[src/rtl/menu_ctrl_if.sv]
// rtl/menu_ctrl_if.sv - menu controller buttons, frame strobe and display-facing outputs
interface menu_ctrl_if #(
  parameter int N_ITEMS = 4
);
  localparam int SEL_W = $clog2(N_ITEMS);

  logic                   newframe;
  logic                   btn_menu;
  logic                   btn_up;
  logic                   btn_down;
  logic                   btn_right;
  logic                   btn_left;
  logic                   menu_on;
  logic [SEL_W-1:0]       sel_item;
  logic [7:0]             exit_value;
  logic [8*N_ITEMS-1:0]   cfg_values;
  logic                   frame_upd;

  modport master (
    output newframe, btn_menu, btn_up, btn_down, btn_right, btn_left,
    input  menu_on, sel_item, exit_value, cfg_values, frame_upd
  );

  modport slave (
    input  newframe, btn_menu, btn_up, btn_down, btn_right, btn_left,
    output menu_on, sel_item, exit_value, cfg_values, frame_upd
  );
endinterface

[src/rtl/menu_ctrl.sv]
// rtl/menu_ctrl.sv - debounced menu navigation FSM with frame-aligned value editing
// Optional auto-repeat of held navigation buttons: define MENU_AUTOREPEAT_EN.
module menu_ctrl #(
  parameter int         N_ITEMS        = 4,
  parameter int         DEB_CYCLES     = 50000,
  parameter logic [7:0] INIT_VAL       = 8'h00,
  parameter int         TIMEOUT_FRAMES = 600,
  parameter int         REPEAT_DELAY   = 30,
  parameter int         REPEAT_RATE    = 6
) (
  input  logic        clk,
  input  logic        rst,
  menu_ctrl_if.slave  bus
);
  localparam int   SEL_W  = $clog2(N_ITEMS);
  localparam int   CW     = $clog2(DEB_CYCLES + 1);
  localparam int   TW     = (TIMEOUT_FRAMES > 0) ? $clog2(TIMEOUT_FRAMES + 1) : 1;
  localparam logic REP_OK = (REPEAT_DELAY >= 1) && (REPEAT_RATE >= 1);

  typedef enum logic {
    HIDDEN,
    SHOWN
  } state_t;

  typedef enum logic [2:0] {
    EV_NONE,
    EV_MENU,
    EV_UP,
    EV_DOWN,
    EV_RIGHT,
    EV_LEFT
  } ev_t;

  // Button bit order doubles as priority order: menu is the MSB.
  logic [4:0]                raw;
  logic [4:0]                sync1_q, sync2_q;
  logic [4:0]                deb_q, deb_d;
  logic [4:0]                rise_q;
  logic [4:0][CW-1:0]        cnt_q, cnt_d;
  logic [3:0]                rep_ev;
  logic [4:0]                ev_all;

  ev_t                       pend_q, pend_d;
  state_t                    state_q, state_d;
  logic [SEL_W-1:0]          sel_q, sel_d;
  logic [N_ITEMS-1:0][7:0]   val_q, val_d;
  logic [TW-1:0]             tcnt_q, tcnt_d;
  logic                      upd_q;

  assign raw = {bus.btn_menu, bus.btn_up, bus.btn_down, bus.btn_right, bus.btn_left};

  function automatic ev_t prio(input logic [4:0] v);
    if (v[4]) return EV_MENU;
    if (v[3]) return EV_UP;
    if (v[2]) return EV_DOWN;
    if (v[1]) return EV_RIGHT;
    if (v[0]) return EV_LEFT;
    return EV_NONE;
  endfunction

  always_comb begin
    deb_d = deb_q;
    cnt_d = cnt_q;
    for (int i = 0; i < 5; i++) begin
      if (sync2_q[i] != deb_q[i]) begin
        if (cnt_q[i] == CW'(DEB_CYCLES - 1)) begin
          deb_d[i] = sync2_q[i];
          cnt_d[i] = '0;
        end else begin
          cnt_d[i] = cnt_q[i] + CW'(1);
        end
      end else begin
        cnt_d[i] = '0;
      end
    end
  end

  always_ff @(posedge clk or negedge rst) begin
    if (!rst) begin
      sync1_q <= '0;
      sync2_q <= '0;
      deb_q   <= '0;
      cnt_q   <= '0;
      rise_q  <= '0;
    end else begin
      sync1_q <= raw;
      sync2_q <= sync1_q;
      deb_q   <= deb_d;
      cnt_q   <= cnt_d;
      rise_q  <= deb_d & ~deb_q;
    end
  end

`ifdef MENU_AUTOREPEAT_EN
  logic [3:0]  hot;
  logic [3:0]  rep_btn_q, rep_btn_d;
  logic [15:0] rep_cnt_q, rep_cnt_d;
  logic        rep_run_q, rep_run_d;

  // Only the highest-priority held navigation button repeats; any change restarts the count.
  always_comb begin
    hot = 4'b0000;
    if (deb_q[3])      hot = 4'b1000;
    else if (deb_q[2]) hot = 4'b0100;
    else if (deb_q[1]) hot = 4'b0010;
    else if (deb_q[0]) hot = 4'b0001;
    rep_ev    = 4'b0000;
    rep_btn_d = rep_btn_q;
    rep_cnt_d = rep_cnt_q;
    rep_run_d = rep_run_q;
    if (state_q != SHOWN || hot == 4'b0000 || hot != rep_btn_q) begin
      rep_btn_d = (state_q == SHOWN) ? hot : 4'b0000;
      rep_cnt_d = '0;
      rep_run_d = 1'b0;
    end else if (bus.newframe) begin
      if ((!rep_run_q && rep_cnt_q == 16'(REPEAT_DELAY - 1)) ||
          ( rep_run_q && rep_cnt_q == 16'(REPEAT_RATE - 1))) begin
        rep_ev    = hot & {4{REP_OK}};
        rep_cnt_d = '0;
        rep_run_d = 1'b1;
      end else begin
        rep_cnt_d = rep_cnt_q + 16'd1;
      end
    end
  end

  always_ff @(posedge clk or negedge rst) begin
    if (!rst) begin
      rep_btn_q <= '0;
      rep_cnt_q <= '0;
      rep_run_q <= 1'b0;
    end else begin
      rep_btn_q <= rep_btn_d;
      rep_cnt_q <= rep_cnt_d;
      rep_run_q <= rep_run_d;
    end
  end
`else
  assign rep_ev = {4{REP_OK}} & 4'b0000;
`endif

  assign ev_all = rise_q | {1'b0, rep_ev};

  // The slot re-arms on newframe, so an event arriving with the strobe waits a full frame.
  always_comb begin
    pend_d = pend_q;
    if (bus.newframe || pend_q == EV_NONE) begin
      pend_d = prio(ev_all);
    end
  end

  always_comb begin
    state_d = state_q;
    sel_d   = sel_q;
    val_d   = val_q;
    tcnt_d  = tcnt_q;
    if (bus.newframe) begin
      case (state_q)
        HIDDEN: begin
          if (pend_q == EV_MENU) begin
            state_d = SHOWN;
            sel_d   = '0;
            tcnt_d  = '0;
          end
        end
        SHOWN: begin
          if (pend_q != EV_NONE) begin
            tcnt_d = '0;
            case (pend_q)
              EV_MENU: begin
                state_d = HIDDEN;
                sel_d   = '0;
              end
              EV_UP:    sel_d = (sel_q == '0) ? SEL_W'(N_ITEMS - 1) : sel_q - SEL_W'(1);
              EV_DOWN:  sel_d = (sel_q == SEL_W'(N_ITEMS - 1)) ? '0 : sel_q + SEL_W'(1);
              EV_RIGHT: if (val_q[sel_q] != 8'hFF) val_d[sel_q] = val_q[sel_q] + 8'd1;
              EV_LEFT:  if (val_q[sel_q] != 8'h00) val_d[sel_q] = val_q[sel_q] - 8'd1;
              default: ;
            endcase
          end else if (TIMEOUT_FRAMES > 0) begin
            if (tcnt_q == TW'(TIMEOUT_FRAMES - 1)) begin
              state_d = HIDDEN;
              sel_d   = '0;
              tcnt_d  = '0;
            end else begin
              tcnt_d = tcnt_q + TW'(1);
            end
          end
        end
        default: state_d = HIDDEN;
      endcase
    end
  end

  always_ff @(posedge clk or negedge rst) begin
    if (!rst) begin
      pend_q  <= EV_NONE;
      state_q <= HIDDEN;
      sel_q   <= '0;
      val_q   <= {N_ITEMS{INIT_VAL}};
      tcnt_q  <= '0;
      upd_q   <= 1'b0;
    end else begin
      pend_q  <= pend_d;
      state_q <= state_d;
      sel_q   <= sel_d;
      val_q   <= val_d;
      tcnt_q  <= tcnt_d;
      upd_q   <= bus.newframe;
    end
  end

  // Menu state only moves on newframe, so these registers already are the frame-stable view.
  assign bus.menu_on    = (state_q == SHOWN);
  assign bus.sel_item   = sel_q;
  assign bus.exit_value = val_q[sel_q];
  assign bus.cfg_values = val_q;
  assign bus.frame_upd  = upd_q;
endmodule

[src/flat_wrapper.sv]
// flat-port wrapper written by rule: the top's interface ports become plain ports
module menu_ctrl_flat 
#(
  parameter int         N_ITEMS        = 4,
  parameter int         DEB_CYCLES     = 50000,
  parameter logic [7:0] INIT_VAL       = 8'h00,
  parameter int         TIMEOUT_FRAMES = 600,
  parameter int         REPEAT_DELAY   = 30,
  parameter int         REPEAT_RATE    = 6
)
  (clk, rst, bus_newframe, bus_btn_menu, bus_btn_up, bus_btn_down, bus_btn_right, bus_btn_left, bus_menu_on, bus_sel_item, bus_exit_value, bus_cfg_values, bus_frame_upd);
  menu_ctrl_if #(.N_ITEMS(N_ITEMS)) bus_i ();
  input  logic clk;
  input  logic rst;
  input wire logic [$bits(bus_i.newframe)-1:0] bus_newframe;
  input wire logic [$bits(bus_i.btn_menu)-1:0] bus_btn_menu;
  input wire logic [$bits(bus_i.btn_up)-1:0] bus_btn_up;
  input wire logic [$bits(bus_i.btn_down)-1:0] bus_btn_down;
  input wire logic [$bits(bus_i.btn_right)-1:0] bus_btn_right;
  input wire logic [$bits(bus_i.btn_left)-1:0] bus_btn_left;
  output wire logic [$bits(bus_i.menu_on)-1:0] bus_menu_on;
  output wire logic [$bits(bus_i.sel_item)-1:0] bus_sel_item;
  output wire logic [$bits(bus_i.exit_value)-1:0] bus_exit_value;
  output wire logic [$bits(bus_i.cfg_values)-1:0] bus_cfg_values;
  output wire logic [$bits(bus_i.frame_upd)-1:0] bus_frame_upd;
  assign bus_i.newframe = bus_newframe;
  assign bus_i.btn_menu = bus_btn_menu;
  assign bus_i.btn_up = bus_btn_up;
  assign bus_i.btn_down = bus_btn_down;
  assign bus_i.btn_right = bus_btn_right;
  assign bus_i.btn_left = bus_btn_left;
  assign bus_menu_on = bus_i.menu_on;
  assign bus_sel_item = bus_i.sel_item;
  assign bus_exit_value = bus_i.exit_value;
  assign bus_cfg_values = bus_i.cfg_values;
  assign bus_frame_upd = bus_i.frame_upd;
  menu_ctrl #(.N_ITEMS(N_ITEMS), .DEB_CYCLES(DEB_CYCLES), .INIT_VAL(INIT_VAL), .TIMEOUT_FRAMES(TIMEOUT_FRAMES), .REPEAT_DELAY(REPEAT_DELAY), .REPEAT_RATE(REPEAT_RATE)) u_core (.clk(clk), .rst(rst), .bus(bus_i));
endmodule
[config.mk]
export PLATFORM = sky130hd
export DESIGN_NAME = menu_ctrl_flat
export DESIGN_NICKNAME = d
export VERILOG_FILES = /design/src/rtl/menu_ctrl_if.sv /design/src/rtl/menu_ctrl.sv /design/src/flat_wrapper.sv
export SDC_FILE = /design/constraint.sdc
export NUM_CORES = 1
export LEC_CHECK = 0
export ABC_AREA = 0
export ABC_CLOCK_PERIOD_IN_PS = 3350
export CAP_MARGIN = 20
export CORE_UTILIZATION = 42
export DETAILED_ROUTE_END_ITERATION = 12
export GPL_ROUTABILITY_DRIVEN = 0
export PLACE_DENSITY = 0.7
export SETUP_SLACK_MARGIN = 0.4
export SLEW_MARGIN = 40
export SYNTH_ARGS = -nofsm -noshare
export SYNTH_HDL_FRONTEND = slang
export SYNTH_SLANG_ARGS = --single-unit
[constraint.sdc]
create_clock -name clk -period 3.35 [get_ports clk]
set_input_delay 0.5025 -clock clk [delete_from_list [all_inputs] [get_ports clk]]
set_output_delay 0.5025 -clock clk [all_outputs]
set_load 0.005 [all_outputs]
# Word-level counts from Yosys, hierarchy flattened
# Cells that the tools add are included.
# word_totals
ram_bits,0
rom_bits,0
out_inout_bits,44
ff_bits,149
elab_cells,142
latchBits,0
memories,0
in_bits,8
# classes
bitwise_logic,3
n_shift,0
n_addsub,10
order_cmp,2
muxes,76
multipliers,0
n_reduce_logical,10
n_div,0
n_eq_ne,23
# ops
op,count
$mux W16,10
$add A16 B1 Y16 const B,5
$eq A16 B16 Y1 const B,5
$bwmux W32,2
$mux W32,2
$pmux W32 S2,1
$mux W1,34
$mux W3,11
$mux W10,3
$pmux W10 S2,1
$bmux W8 S2,1
$demux W8 S2,1
$mux W8,2
$add A10 B1 Y10 const B,1
$eq A10 B10 Y1 const B,1
$mux W2,5
$add A8 B1 Y8 const B,1
$ne A8 B8 Y1 const B,1
$reduce_bool A8 Y1,1
$sub A8 B1 Y8 const B,1
$eq A3 B2 Y1 const B,2
$eq A3 B3 Y1 const B,2
$ne A2 B1 Y1 const B,3
$pmux W2 S3,1
23 further kinds,27

# Depth between registers and ports, before layout
# Gate-level depths: netlist of run 1.
# depth
word_depth,22
mapped_depth,11
ltp_nobuf,9

# Least setup slack after synthesis of run 1
# OpenSTA, ideal clock, no wires.
# synth_path
path_type,register to register
from,register u_core.sel_q[0] (netlist: u_core.bus.sel_item[0])
to,"register u_core.val_q, in the netlist u_core.bus.cfg_values[17]"
slack_ps,693
path_stages_with_launch,10
period_less_slack_ps,2657
path_buffers,2
setup_ps,125
t_required_ps,3225
t_arrival_ps,2532
cell_sequence,dfrtp_1 -> buf_6 -> mux4_2 -> inv_1 -> ha_1 -> nand3_1 -> clkbuf_1 -> o41a_1 -> nand2_2 -> mux2_2
# synth_between
elab_cells_between_ends,19
cone_classes,add/sub (2); order compare (2); eq/ne (3); mux (9); reduce/logical (3)
# synth_rtl
element,line_no,source
"start, declared",menu_ctrl.sv:45,"logic [SEL_W-1:0] sel_q, sel_d;"
"start signal, assigned",menu_ctrl.sv:206,sel_q <= sel_d;
$bmux W8 S2 *,-,
$mux W8 *,-,
via bus_exit_value[1],flat_wrapper.sv:23,output wire logic [$bits(bus_i.exit_value)-1:0] bus_exit_value;
$sub A8 B1 Y8 / $add A8 B1 Y8 (equally long branches),"menu_ctrl.sv:177, menu_ctrl.sv:176",
"$bwmux W32, on equally long branches","menu_ctrl.sv:177, menu_ctrl.sv:176",
"$mux W32, on equally long branches","menu_ctrl.sv:177, menu_ctrl.sv:176",
$pmux W32 S2,menu_ctrl.sv:169,case (pend_q)
"end signal, assigned",menu_ctrl.sv:200,val_q <= {N_ITEMS{INIT_VAL}};
"end signal, assigned",menu_ctrl.sv:207,val_q <= val_d;
"end, declared",menu_ctrl.sv:46,"logic [N_ITEMS-1:0][7:0] val_q, val_d;"
# Mark *: on every way through the listed nets, which the timed path passes. The rest lies on a longest branch. The select of a mux whose other input is x is not followed.
# A chain may end at the register's enable or synchronous reset.

# Final worst setup path of run 1
# layout_path
from,register u_core.sel_q[1] (netlist: u_core.bus.sel_item[1])
to,"register u_core.val_q, in the netlist u_core.bus.cfg_values[27]"
# layout_between
elab_chain_cells,7
elab_cells_between_ends,19
cone_classes,add/sub (2); order compare (2); eq/ne (3); mux (9); reduce/logical (3)
# layout_lines
element
"parallel branches: the longest is 7 deep, another holds $sub A8 B1 Y8"
# Parallel ways; which one is timed is not known. The select of a mux whose other input is x is not followed.

==> metrics.md, run 1 <==
| Metric | Value |
|---|---|
| # fillers | 1497 |
| WP data required | 3.66 ns |
| Leakage | 3.685 nW |
| Critical path's slowest cell | dfrtp_2 |
| First-pass GRT wire length | 24.90 mm |
| Port Buffers | 51 |
| Crit-path max cell delay | 0.48 ns |
| Async set-reset flop share out of synthesis | 100.0% |
| Row Count | 47 |
| Multi-input gate area | 0.003376 mm^2 |
| Max rail drop VDD | 392.2 uV |
| Setup CP Type | flop to flop |
| R2R Setup Slk | 0.56 ns |
| CP arrival | 3.10 ns |
| Clk slew on worst S/H paths | 0.06 ns |
| #FFs+latches synth | 149 |
| Initial drt markers | 410 |
| N_diodes | 0 |
| IO Pins | 52 |
| Initial antenna violation count | 0 |
| Least-Margin Pin Slew | 0.7987 ns |
| Pwr Density | 440.8 mW/mm^2 |
| Total gr overflow | 0 |
| Routed wire length | 14.32 mm |
| Die area | 0.01772 mm^2 |
| Min cycle time layout | 2.790 ns |
| Top cells by area, synth | dfrtp_1 52%, nor2_1 5.5%, xnor2_1 5.2% |
| Status | complete, no violations |
| TritonRoute pass-1 iters | 5 |
| Adder-cell share of the synthesized area | 2.080% |
| Initial Util | 43.23% |
| Count of clock tree sinks | 149 |
| Worst reg2reg path depth | 8 |
| Setup crit start | u_core.bus.sel_item[1]$_DFFE_PN0P_ |
| Final setup fails | 0 |
| Post-synth top flop | dfrtp_1 |
| Routed Antenna Nets | 0 |
| Skew final | 0.008786 ns |
| Top cell type by total area after synthesis | dfrtp_1 |
| Final hold vios | 0 |
| Fin Setup TNS | 0 ns |
| Area of the mapped netlist | 0.007219 mm^2 |
| Final cycle utilization of the critical path | 83.27% |
| CTS tree | built |
| DR WL/cell | 14.69 um |
| Synth Area in XOR/XNOR | 10.17% |
| Mapped Nets | 704 |
| Vias in the first global route | 4980 |
| Reg-to-reg endpoint | u_core.bus.cfg_values[27]$_DFFE_PN0P_ |
| Max-Cap Viols | 0 |
| Fin cells | 975 |
| Post-synthesis compound-gate area fraction | 7.886% |
| Distinct cells, synth | 57 |
| Post-synthesis mux area share | 6.690% |
| Startpoint types | flop |
| H-tree depth | 4 |
| Post-synth top area share | 51.65% |
| Mapped Cells | 684 |
| Worst Path Max Fanout | 8 |
| Register area | 0.003731 mm^2 |
| RSZ-0062 raised after global routing | false |
| Yosys warning count | 0 |
| Seq/Total Area, Yosys | 51.65% |
| Via count | 5227 |
| Layout area overhead | 18.44% |
| CP endpoint kind | flop |
| Cells after DPL | 943 |
| Pins Over Slew Limit | 0 |
| Largest net degree at the start of global routing | 68 |
| Syn avg cell area | 10.55 um^2 |
| Simple-Gate Fraction of Synth Area | 19.65% |
| Hpwl dp | 9.963 mm |
| Clock root buffer | clkbuf_16 |
| Core ar. | 0.01670 mm^2 |
| Drc violations | 0 |
| Worst skew pair latency | 0.43 ns |
| Main combinational cell family by area after synthesis | simple AND/OR/NAND/NOR gates |
| CTS buffer count | 17 |
| Layout Nets | 762 |
| Vias per cell | 5.361 |
| Min-delay worst type | input pin to asynchronous set/reset pin |
| Post-synth EDFFs | 0 |
| Die Width | 133.1 um |
| Relative slew slack | 46.70% |
| Crit path cell chain | mux2_2 > o21ai_0 > inv_1 > ha_1 > nand4_1 > o2111a_1 > nand2_2 > mux2_1 |
| Reg-to-reg startpoint | u_core.bus.sel_item[1]$_DFFE_PN0P_ |
| Max Fclk | 0.3585 GHz |
| Die height | 133.1 um |
| Fraction of layout cells with a size suffix above 1 | 11.79% |
| Setup crit end | u_core.bus.cfg_values[27]$_DFFE_PN0P_ |
| All-layer global routing usage | 17.67% |
| CTS Buffer Depth | 2 |
## flip-flops by register name (all words and copies together), names as in the netlist, named ones only
| signal | flops |
|---|---|
| u_core.sync1_q | 5 |
| u_core.deb_q | 5 |
| u_core.bus.sel_item | 2 |
| u_core.tcnt_q | 10 |
| u_core.bus.cfg_values | 28 |
| u_core.cnt_q | 80 |
| u_core.bus.menu_on | 1 |
| u_core.bus.frame_upd | 1 |
| u_core.ev_all | 5 |
| u_core.pend_q | 3 |
| u_core.sync2_q | 5 |
## Yosys cell counts (5+ instances only)
library cell and n:
a21oi_1 13, and3_1 23, clkbuf_1 14, dfrtp_1 149, ha_1 12, inv_1 15
mux2_1 9, mux2_2 17, mux4_2 8, nand2_1 43, nand3_1 41, nand4_1 13
nor2_1 105, nor3_1 19, nor3b_1 7, nor4_1 5, nor4b_1 5, o21ai_0 25
o31ai_1 9, o41a_1 5, o41ai_1 6, or2_2 9, xnor2_1 43, xor2_1 39
## per-stage QoR
| step | setup slack, ns | hold slack (ns) | area [um^2] | util, % | total power, mW |
|---|---|---|---|---|---|
| 2_1_floorplan | 0.6934 | 0.2069 | 7219 | - | 1.970 |
| 3_3_place_gp | 0.5689 | 0.3344 | 7985 | 47.81 | 2.052 |
| 3_5_place_dp | 0.4869 | 0.3347 | 7985 | 47.81 | 2.055 |
| 4_1_cts | 0.4569 | 0.06557 | 8528 | 51.06 | 3.825 |
| 5_1_grt | 0.4326 | 0.08746 | 8551 | 51.20 | 3.934 |
| 6_report | 0.5604 | 0.04043 | 8551 | 51.20 | 3.769 |
## worst max-delay path, delay by kind of cell (launching register included)
family / cells / cell delay [ns]
flip-flops: 1 / 0.48
buffers and inverters: 1 / 0.22
AND/OR/NAND/NOR: 2 / 0.32
AO/OA/AOI/OAI: 2 / 0.65
multiplexers: 2 / 0.72
adder cells (fa/ha/maj): 1 / 0.26
## worst min-delay path by stage
stage                                            end  slack, ns
2_1_floorplan             asynchronous set/reset pin       0.21
3_5_place_dp             u_core.sync2_q[0]$_DFF_PN0_       0.33
3_3_place_gp             u_core.sync2_q[0]$_DFF_PN0_       0.33
6_report        u_core.bus.cfg_values[5]$_DFFE_PN0P_       0.04
5_1_grt        u_core.bus.cfg_values[13]$_DFFE_PN0P_       0.09
4_1_cts         u_core.bus.cfg_values[5]$_DFFE_PN0P_       0.07
## cells in the final DEF, fill, tap and decap left out, types with 7 or more instances in the layout
cell,instances
nand4_1,13
mux4_2,8
or2_2,9
nand3_1,40
xor2_1,39
o31ai_1,9
and3_1,23
ha_1,12
nor2_1,105
inv_1,15
clkdlybuf4s50_1,50
clkbuf_16,17
a21oi_1,13
mux2_2,17
nor3b_1,7
xnor2_1,43
nand2_1,43
inv_6,8
mux2_1,9
nor3_1,19
dfrtp_1,147
o21ai_0,25
## area by class of cell
cell class                      instances  share of cell area [%]
Multi-Input combinational cell        502                   39.48
Clock buffer                           17                   4.975
Sequential cell                       149                   43.63
Timing Repair Buffer                   57                   6.658
Tap cell                              220                   3.219
Inverter                               15                  0.6585
Clock inverter                         15                   1.375
## timing repair
item                                    4_1_cts  5_1_grt
endpoints found under the setup margin        0       31
setup buffers                                 0        0
gates resized for setup                       0        4
hold buffers                                  0        0
## metal layers
metal	global-route usage [%]	vias to the layer above	part of all wire [%]
li1	-	2540	-
met1	24.73	2547	48
met2	26.64	122	46
met3	4.566	18	4.8
met4	6.187	0	1.5
met5	0	-	0
## where the power goes
part           switching, mW  total [mW]  internal (mW)
Combinational          0.101       0.164         0.0623
Clock                  0.787        1.75          0.961
Sequential            0.0292        1.86           1.83
## logic make-up (layout without fill, tap and decap cells)
kind of cell / count (synthesis) / after routing
AO/OA/AOI/OAI: 80 / 80
multiplexers: 35 / 35
flip-flops: 149 / 149
AND/OR/NAND/NOR: 292 / 292
buffers and inverters: 33 / 104
adder cells (fa/ha/maj): 12 / 12
XOR/XNOR: 83 / 83
Power figures use the tool's default switching activity.
==> run 2, diff against run 1 <==
Settings changed: ABC_CLOCK_PERIOD_IN_PS 3350 to 2400, PLACE_DENSITY 0.7 to 0.73.
Clock period 3.35 ns to 2.4 ns, I/O delays scaled along.
==> metrics.md, run 2 (synthesis gave the netlist of run 1 again) <==
| Metric | Value |
|---|---|
| DR WL/cell | 16.06 um |
| # fillers | 1372 |
| Hpwl dp | 10.54 mm |
| Pins Over Slew Limit | 0 |
| Leakage | 4.217 nW |
| Crit path cell chain | buf_12 > mux4_2 > buf_6 > buf_6 > buf_4 > and3_1 > o21ba_2 > a211oi_1 > a21oi_2 |
| Count of clock tree sinks | 149 |
| Most frequent cells in the layout | 147 x dfrtp_1, 105 x nor2_1, 53 x buf_4, 43 x nand2_1, 43 x xnor2_1 |
| Initial antenna violation count | 0 |
| Failing checks | negative setup slack |
| Cell mode on critical path | buf_6 |
| Routed Antenna Nets | 0 |
| Least-Margin Pin Slew | 0.6165 ns |
| Die height | 133.1 um |
| P_sw | 1.220 mW |
| Initial Util | 43.23% |
| CP arrival | 2.91 ns |
| Fin util | 57.15% |
| CTS Buffer Depth | 2 |
| WP buf/inv | 4 |
| Row Count | 47 |
| Die Width | 133.1 um |
| Comb pwr share | 5.7% |
| Switching share of power | 22.58% |
| Relative slew slack | 58.52% |
| Clk slew on worst S/H paths | 0.06 ns |
| All-layer global routing usage | 19.65% |
| Die area | 0.01772 mm^2 |
| Vias in the first global route | 5540 |
| Critical path's slowest cell | mux4_2 |
| Worst skew pair latency | 0.42 ns |
| Fraction of layout cells with a size suffix above 1 | 25.39% |
| Port Buffers | 51 |
| Initial drt markers | 396 |
| Layout area overhead | 32.22% |
| Total gr overflow | 0 |
| Max-Cap Viols | 0 |
| Clock root buffer | clkbuf_16 |
| Pwr Density | 566.3 mW/mm^2 |
| Final Worst Setup Slack | -0.2208 ns |
| Clock Power Share | 46.3% |
| Min-delay worst type | flop to flop |
| CTS tree | built |
| N_diodes | 0 |
| Skew final | 0.007780 ns |
| Status | complete, but fails checks |
| P_int | 4.185 mW |
| Max rail drop VDD | 509.0 uV |
| CTS buffer count | 17 |
| Worst Path Max Fanout | 5 |
| First-pass GRT wire length | 27.46 mm |
| Largest Register | u_core.cnt_q |
| Core ar. | 0.01670 mm^2 |
| Drc violations | 0 |
| TritonRoute pass-1 iters | 5 |
| H-tree depth | 4 |
| Delay-heaviest family, CP | compound AO/OA/AOI/OAI gates |
| Fin Setup TNS | -2.825 ns |
| Routed wire length | 16.82 mm |
| RSZ-0062 raised after global routing | true |
| Vias per cell | 5.392 |
| Final hold vios | 0 |
| Startpoint types | flop |
| Via count | 5645 |
| Max reg flops | 80 |
| Fin Hold WS | 0.3381 ns |
| Seq pwr share | 48.0% |
| Max Fclk | 0.3816 GHz |
| Most common cell after layout, fill and taps aside | dfrtp_1 |
| Register area | 0.003731 mm^2 |
| Crit-path max cell delay | 0.53 ns |
| Largest net degree at the start of global routing | 59 |
| Setup CP Type | flop to flop |
| WP data required | 2.69 ns |
| Final setup fails | 29 |
| CP endpoint kind | flop |
| Multi-input gate area | 0.003711 mm^2 |
| Min cycle time layout | 2.621 ns |
| Final cycle utilization of the critical path | 109.2% |
| Layout Nets | 835 |
| IO Pins | 52 |
-- run 2: cell count changes in the layout (fill, tap and decap cells not counted), moves of 8 or more --
| cell | change |
|---|---|
| inv_6 | -8 |
| buf_4 | +48 |
| o21ai_0 | -15 |
| mux2_1 | -8 |
| buf_6 | +27 |
| clkdlybuf4s50_1 | -9 |
| mux2_2 | -11 |
| mux2_4 | +19 |
-- run 2: worst paths after layout --
path	from	end	slack, ns	cells after the start
min	u_core.sync1_q[1]$_DFF_PN0_	u_core.sync2_q[1]$_DFF_PN0_	0.34	0
max reg2reg	u_core.bus.sel_item[0]$_DFFE_PN0P_	u_core.bus.cfg_values[31]$_DFFE_PN0P_	-0.22	9
min in group asynchronous	rst	u_core.bus.cfg_values[19]$_DFFE_PN0P_	0.47	2
max in group asynchronous	rst	u_core.tcnt_q[0]$_DFFE_PN0P_	1.23	3
min reg2reg	u_core.sync1_q[1]$_DFF_PN0_	u_core.sync2_q[1]$_DFF_PN0_	0.34	0
max	u_core.bus.sel_item[0]$_DFFE_PN0P_	u_core.bus.cfg_values[31]$_DFFE_PN0P_	-0.22	9
-- run 2: through the flow --
| step | cells | setup slack [ns] | cell area, um^2 | power (mW) |
|---|---|---|---|---|
| 2_1_floorplan | 684 | -0.1758 | 7261 | 2.751 |
| 3_3_place_gp | 996 | -0.09877 | 8421 | 2.902 |
| 3_5_place_dp | 996 | -0.1528 | 8421 | 2.908 |
| 4_1_cts | 1043 | -0.09138 | 9331 | 5.437 |
| 5_1_grt | 1047 | -0.3272 | 9545 | 5.611 |
| 6_report | 1047 | -0.2208 | 9545 | 5.405 |
-- run 2: layer usage --
metal  wire [um]  vias to the layer above  track usage (%)
met5           0                        -                0
met4         493                        0            8.333
met3         797                       49            4.414
met2        8111                      154            31.18
met1        7415                     2768            26.02
li1            -                     2674                -
-- run 2: repair_timing --
item,in CTS,in global routing
gates resized for setup,92,50
cloned,1,0
endpoints found under the hold margin,54,0
pin swaps,9,9
hold buffers,1,0
setup buffers,14,4
setup endpoints to repair,40,49
-- run 2: worst register-to-register path, cell delays in order, from the launching register on --
cell	delay (ns)
dfrtp_2	0.43
buf_12	0.14
mux4_2	0.53
buf_6	0.14
buf_6	0.13
buf_4	0.14
and3_1	0.16
o21ba_2	0.27
a211oi_1	0.47
a21oi_2	0.10
-- run 2: layout make-up --
cell class	count	share of cell area (%)
inverter	15	0.6292
sequential	149	39.09
clock buffer	23	5.007
timing repair buffer	130	12.71
tap	220	2.884
clock inverter	8	0.7996
multi-input combinational	502	38.88
-- run 2: power groups by stage --
stage | registers (mW) | clock network (mW) | logic (mW)
2_1_floorplan | 2.62 | 0 | 0.127
3_3_place_gp | 2.63 | 0 | 0.268
3_5_place_dp | 2.64 | 0 | 0.273
4_1_cts | 2.59 | 2.55 | 0.294
5_1_grt | 2.60 | 2.66 | 0.348
6_report | 2.59 | 2.50 | 0.311
